`config.mk`:
```
export PLATFORM = sky130hd
export DESIGN_NAME = adc_ltc2308_ctrl
export DESIGN_NICKNAME = d
export VERILOG_FILES = /design/src/rtl/adc_ltc2308_ctrl.sv
export SDC_FILE = /design/constraint.sdc
export NUM_CORES = 1
export LEC_CHECK = 0
export ABC_CLOCK_PERIOD_IN_PS = 3500
export CAP_MARGIN = 20
export CORE_ASPECT_RATIO = 0.5
export CORE_MARGIN = 8
export CORE_UTILIZATION = 35
export CTS_BUF_LIST = sky130_fd_sc_hd__clkbuf_4 sky130_fd_sc_hd__clkbuf_8 sky130_fd_sc_hd__clkbuf_16
export DETAILED_ROUTE_END_ITERATION = 10
export GPL_TIMING_DRIVEN = 0
export PLACE_DENSITY = 0.65
export SETUP_SLACK_MARGIN = 0.4
export SLEW_MARGIN = 20
export SYNTH_ARGS = -nofsm -noshare
export SYNTH_HDL_FRONTEND = slang
export SYNTH_SLANG_ARGS = --single-unit
```
`constraint.sdc`:
```
create_clock -name clk -period 3.5 [get_ports clk]
set_clock_uncertainty 0.1 [all_clocks]
set_input_delay 0.7 -clock clk [delete_from_list [all_inputs] [get_ports clk]]
set_output_delay 0.7 -clock clk [all_outputs]
set_load 0.02 [all_outputs]
```
`src/rtl/adc_ltc2308_ctrl.sv`:
```
// SPI master for the LTC2308: pulses CONVST, shifts the 6-bit config out on SDI while
// capturing the 12-bit result on SDO, and tags each sample with the config it was converted under.
module adc_ltc2308_ctrl #(
  parameter int unsigned CLK_DIV     = 2,
  parameter int unsigned CONV_CYCLES = 80,
  parameter int unsigned GAP_CYCLES  = 2
) (
  input  logic        clk,
  input  logic        rst,
  input  logic        start,
  input  logic        auto_en,
  input  logic [5:0]  cfg,
  output logic        busy,
  output logic        sample_valid,
  output logic [11:0] sample_data,
  output logic [5:0]  sample_cfg,
  output logic        adc_convst,
  output logic        adc_sck,
  output logic        adc_sdi,
  input  logic        adc_sdo
);

  localparam logic [5:0] DEF_CFG = 6'b100010;

  localparam int unsigned MAX_A   = (CONV_CYCLES > GAP_CYCLES) ? CONV_CYCLES : GAP_CYCLES;
  localparam int unsigned MAX_CNT = (MAX_A > CLK_DIV) ? MAX_A : CLK_DIV;
  localparam int unsigned CNT_W   = (MAX_CNT > 1) ? $clog2(MAX_CNT) : 1;

  localparam logic [CNT_W-1:0] CONV_LAST = CNT_W'(CONV_CYCLES - 1);
  localparam logic [CNT_W-1:0] GAP_LAST  = CNT_W'(GAP_CYCLES - 1);
  localparam logic [CNT_W-1:0] DIV_LAST  = CNT_W'(CLK_DIV - 1);
  localparam logic [CNT_W-1:0] CNT_ONE   = CNT_W'(1);

  typedef enum logic [2:0] {
    IDLE  = 3'd0,
    CONV  = 3'd1,
    GAP   = 3'd2,
    SHIFT = 3'd3,
    DONE  = 3'd4
  } state_t;

  state_t           state;
  logic [CNT_W-1:0] cnt;
  logic [3:0]       bit_idx;
  logic [5:0]       shift_cfg;
  logic [5:0]       cfg_sr;
  logic [5:0]       cur_cfg;
  logic [5:0]       next_cfg;
  logic [11:0]      data_sr;

  // adc_sck doubles as the SCK phase flag inside SHIFT; next_cfg tracks the ADC's pipelined config.
  always_ff @(posedge clk or posedge rst) begin
    if (rst) begin
      state        <= IDLE;
      cnt          <= '0;
      bit_idx      <= '0;
      shift_cfg    <= '0;
      cfg_sr       <= '0;
      cur_cfg      <= DEF_CFG;
      next_cfg     <= DEF_CFG;
      data_sr      <= '0;
      busy         <= 1'b0;
      sample_valid <= 1'b0;
      sample_data  <= '0;
      sample_cfg   <= DEF_CFG;
      adc_convst   <= 1'b0;
      adc_sck      <= 1'b0;
      adc_sdi      <= 1'b0;
    end else begin
      sample_valid <= 1'b0;
      case (state)
        IDLE: begin
          if (start || auto_en) begin
            shift_cfg  <= cfg;
            cur_cfg    <= next_cfg;
            cnt        <= '0;
            busy       <= 1'b1;
            adc_convst <= 1'b1;
            state      <= CONV;
          end
        end

        CONV: begin
          if (cnt == CONV_LAST) begin
            cnt        <= '0;
            adc_convst <= 1'b0;
            state      <= GAP;
          end else begin
            cnt <= cnt + CNT_ONE;
          end
        end

        GAP: begin
          if (cnt == GAP_LAST) begin
            cnt     <= '0;
            bit_idx <= '0;
            adc_sdi <= shift_cfg[5];
            cfg_sr  <= {shift_cfg[4:0], 1'b0};
            state   <= SHIFT;
          end else begin
            cnt <= cnt + CNT_ONE;
          end
        end

        SHIFT: begin
          if (cnt != DIV_LAST) begin
            cnt <= cnt + CNT_ONE;
          end else begin
            cnt <= '0;
            if (!adc_sck) begin
              // Rising SCK edge: the ADC's SDO bit is stable here.
              adc_sck <= 1'b1;
              data_sr <= {data_sr[10:0], adc_sdo};
            end else begin
              adc_sck <= 1'b0;
              if (bit_idx == 4'd11) begin
                adc_sdi      <= 1'b0;
                sample_valid <= 1'b1;
                sample_data  <= data_sr;
                sample_cfg   <= cur_cfg;
                next_cfg     <= shift_cfg;
                state        <= DONE;
              end else begin
                bit_idx <= bit_idx + 4'd1;
                adc_sdi <= cfg_sr[5];
                cfg_sr  <= {cfg_sr[4:0], 1'b0};
              end
            end
          end
        end

        DONE: begin
          busy  <= 1'b0;
          state <= IDLE;
        end

        default: state <= IDLE;
      endcase
    end
  end

endmodule

```
==> flow_summary_export.csv <==
group,metric,value,unit
detailed_routing,viasPerCell,4.85,
synth,yosysWarnings,0,
die,die_area,12800,um2
detailed_routing,detail-route-antenna-nets,0,
synth,synth_fp_nets,256,
placement,dp_slack,0.762,ns
setup_path,worst-path-buf-inv,2,
clock_tree,hold_buffers,0,
setup_path,start_kind,"input pin",
global_route,grt_overflow,0,
synth,ys_seq_area_share,55.8,%
final_layout,area_growth,24.7,%
hold_path,holdPathEnd,"sample_data[2]$_DFFE_PP0P_",
setup_path,slowest_stage,"nor4_1",
setup_path,cp.required,3.61,ns
detailed_routing,vias,1984,
timing,hold_viol,0,
power,powerDensity,442,nW/um2
power,pwr-share-seq,47.2,%
placement,gp_congestion,0.840,
die,start_util,36.6,%
detailed_routing,drc,0,
synth,syn_area_per_cell,13.4,um2
synth,synthArstFlopShare,100,%
setup_path,cp.depth,5,
die,die_width,152,um
detailed_routing,first_pass_iters,4,
setup_path,critPathMaxFanout,10,
clock_tree,clkLatencyLatePin,0.33,ns
timing,worstMarginPinSlew,0.646,ns
synth,synth_top_area_share,51.0,%
setup_path,cp_data_arrival_time,2.51,ns
global_route,antenna_found_initial,0,
synth,synth_cell_types,46,
final_layout,mostFrequentLayoutCell,"dfrtp_1",
timing,finalWorstSetupSlack,1.10,ns
setup_path,crit_chain,"clkdlybuf4s50_1 > nor2_1 > nor4_1 > buf_2 > mux2_2",
placement,hpwl,4270,um
clock_tree,cts_resized,0,
power,netSwitchingPower,0.366,mW
final_layout,drive_gt1_share,32.5,%
detailed_routing,drt-total-wl,5910,um
setup_path,worst_r2r_path_depth,7,
clock_tree,tritoncts,"built",
timing,maxSlewHeadroom,56.5,%
clock_tree,numCtsBuffers,9,
final_layout,instances_no_fill,409,
power,p_comb_share,2.4,%
final_layout,final_cell_mix,"66 x dfrtp_1, 38 x mux2_2, 33 x clkdlybuf4s50_1",
setup_path,reg2reg_setup_slack,1.19,ns
timing,fmax,0.417,GHz
synth,synth_seq_cells,72,
synth,ys.flop_type,"dfrtp_1",
setup_path,critical-path-top-delay-family,"buffers and inverters",
clock_tree,cts.htree.levels,3,
power,p_int,1.42,mW
setup_path,end_kind,"register",
clock_tree,cts_max_path_buffers,2,
power,ir_worst_vdd,0.250,mV
synth,synth-edff-count,0,
setup_path,r2r_start,"cnt[1]$_DFFE_PP0P_",
global_route,grt_max_degree,45,
synth,synth_cells,242,
clock_tree,cts_setup_buffers,0,
timing,setup_violations,0,
synth,yosysTopAreaCell,"dfrtp_1",
die,ios,34,
setup_path,path_class,"input pin to register",
hold_path,hp-class,"register to register",
placement,port_buffers,33,
hold_path,hold-path-cell-count,1,
clock_tree,cts_root_buf,"clkbuf_16",
clock_tree,clk_pin_slew,0.05,ns
clock_tree,clock_sinks,72,
hold_path,holdCritStartpoint,"sample_data[2]$_DFFE_PP0P_",
synth,syn_area,3240,um2
synth,synth.area.top_cells,"dfrtp_1 51%, mux2_2 13%, mux2_4 8.8%",
timing,hold_ws,0.401,ns
die,coreArea,8860,um2
power,swShare,20.5,%
timing,fin_crit,2.40,ns
global_route,grt_pass1_vias,2042,
global_route,grt_pass1_wl,10400,um
setup_path,cpPeakStageDelay,0.51,ns
global_route,grtUsageTotal,10.0,%
detailed_routing,wire_per_inst,14.4,um
timing,period_share,68.5,%
power,power,1.79,mW
final_layout,diodes,0,
timing,rsz0062_at_grt,"no",
setup_path,r2r-end,"data_sr[0]$_DFFE_PP0P_",
placement,dp_cells,393,
die,row_count,24,
timing,drv_slew,0,
power,pwr-share-clk,50.4,%
detailed_routing,drt_iter0_markers,191,
status,status,"finished clean",
power,p_leak,1.86,nW
flow_run,cap_viol_max_count,0,
die,die_height,84.0,um
final_layout,fin_nets,301,
[Yosys cell counts, types with 4 or more instances]
cell type and number:
inv_1 11, nand2_1 11, nand3_1 4, mux2_4 19, dfrtp_1 66, nor2_1 11
clkbuf_1 5, dfstp_2 6, a21oi_1 8, or3_1 5, o21ai_0 5, mux2_2 38
[power by group through the flow]
stage	sequential [mW]	clock [mW]	combinational, mW
after floorplan	0.857	0	0.0215
after global placement	0.858	0	0.0396
after detailed placement	0.858	0	0.0444
after CTS	0.843	0.925	0.0446
after global routing	0.843	0.973	0.0486
final	0.843	0.900	0.0425
[through the flow]
step | util, % | instance area (um2) | setup TNS (ns)
after floorplan | - | 3240 | 0
after global placement | 42.0 | 3720 | -13.07
after detailed placement | 42.2 | 3740 | 0
after CTS | 45.6 | 4040 | 0
after global routing | 45.6 | 4040 | 0
final | 45.6 | 4040 | 0
[worst max path at each step]
stage               slack (ns)                       end    start
finish                    1.10  shift_cfg[0]$_DFFE_PP0P_  auto_en
global placement         -0.20        cnt[3]$_DFFE_PP0P_      rst
global route              0.94    cur_cfg[4]$_DFFE_PP0P_  auto_en
floorplan                 0.89    adc_convst$_DFFE_PP0P_      rst
detailed placement        0.76  shift_cfg[1]$_DFFE_PP0P_  auto_en
CTS                       1.10  shift_cfg[1]$_DFFE_PP0P_  auto_en
[logic make-up (layout without fill, tap and decap cells)]
group,Yosys count,in the layout,share of synthesized area [%]
and+or+nand+nor,51,51,8.84
DFF,72,72,55.8
AOI/OAI and AO/OA,34,34,7.38
muxes,59,59,22.6
adders and majority gates,3,3,1.16
xor gates and xnor gates,1,1,0.270
buffers and inverters,22,72,3.90
[area by class of cell]
cell class,count,area [um2]
buffer,11,85.1
clock buffer,10,233
clock inverter,6,68.8
fill,770,4820
inverter,11,43.8
multi-input combinational,148,1310
sequential,72,1810
tap,117,146
timing repair buffer,34,350
[worst reg2reg max path: cells and delay by family (launching register included)]
| family | cells | cell delay (ns) |
|---|---|---|
| fa+ha+maj | 1 | 0.13 |
| mux | 1 | 0.29 |
| buf+inv | 2 | 0.31 |
| simple gates | 3 | 0.95 |
| flops | 1 | 0.41 |
[flip-flops by register name, indices dropped and copies added (netlist names)]
register	count
sample_valid	1
cfg_sr	5
adc_sck	1
adc_convst	1
bit_idx	4
next_cfg	6
shift_cfg	6
sample_cfg	6
state	3
data_sr	12
sample_data	12
adc_sdi	1
cnt	7
cur_cfg	6
busy	1
[metal layers]
layer  global-route usage, %  wire, um  up-vias  share of wire, %
li1                        -         -      958                 -
met3                    4.49       275        8               4.7
met4                    3.24        78        0               1.3
met1                    12.4      2810      977                48
met2                    15.4      2740       41                46
met5                       0         0        -                 0
(Power assumes the default switching activity.)
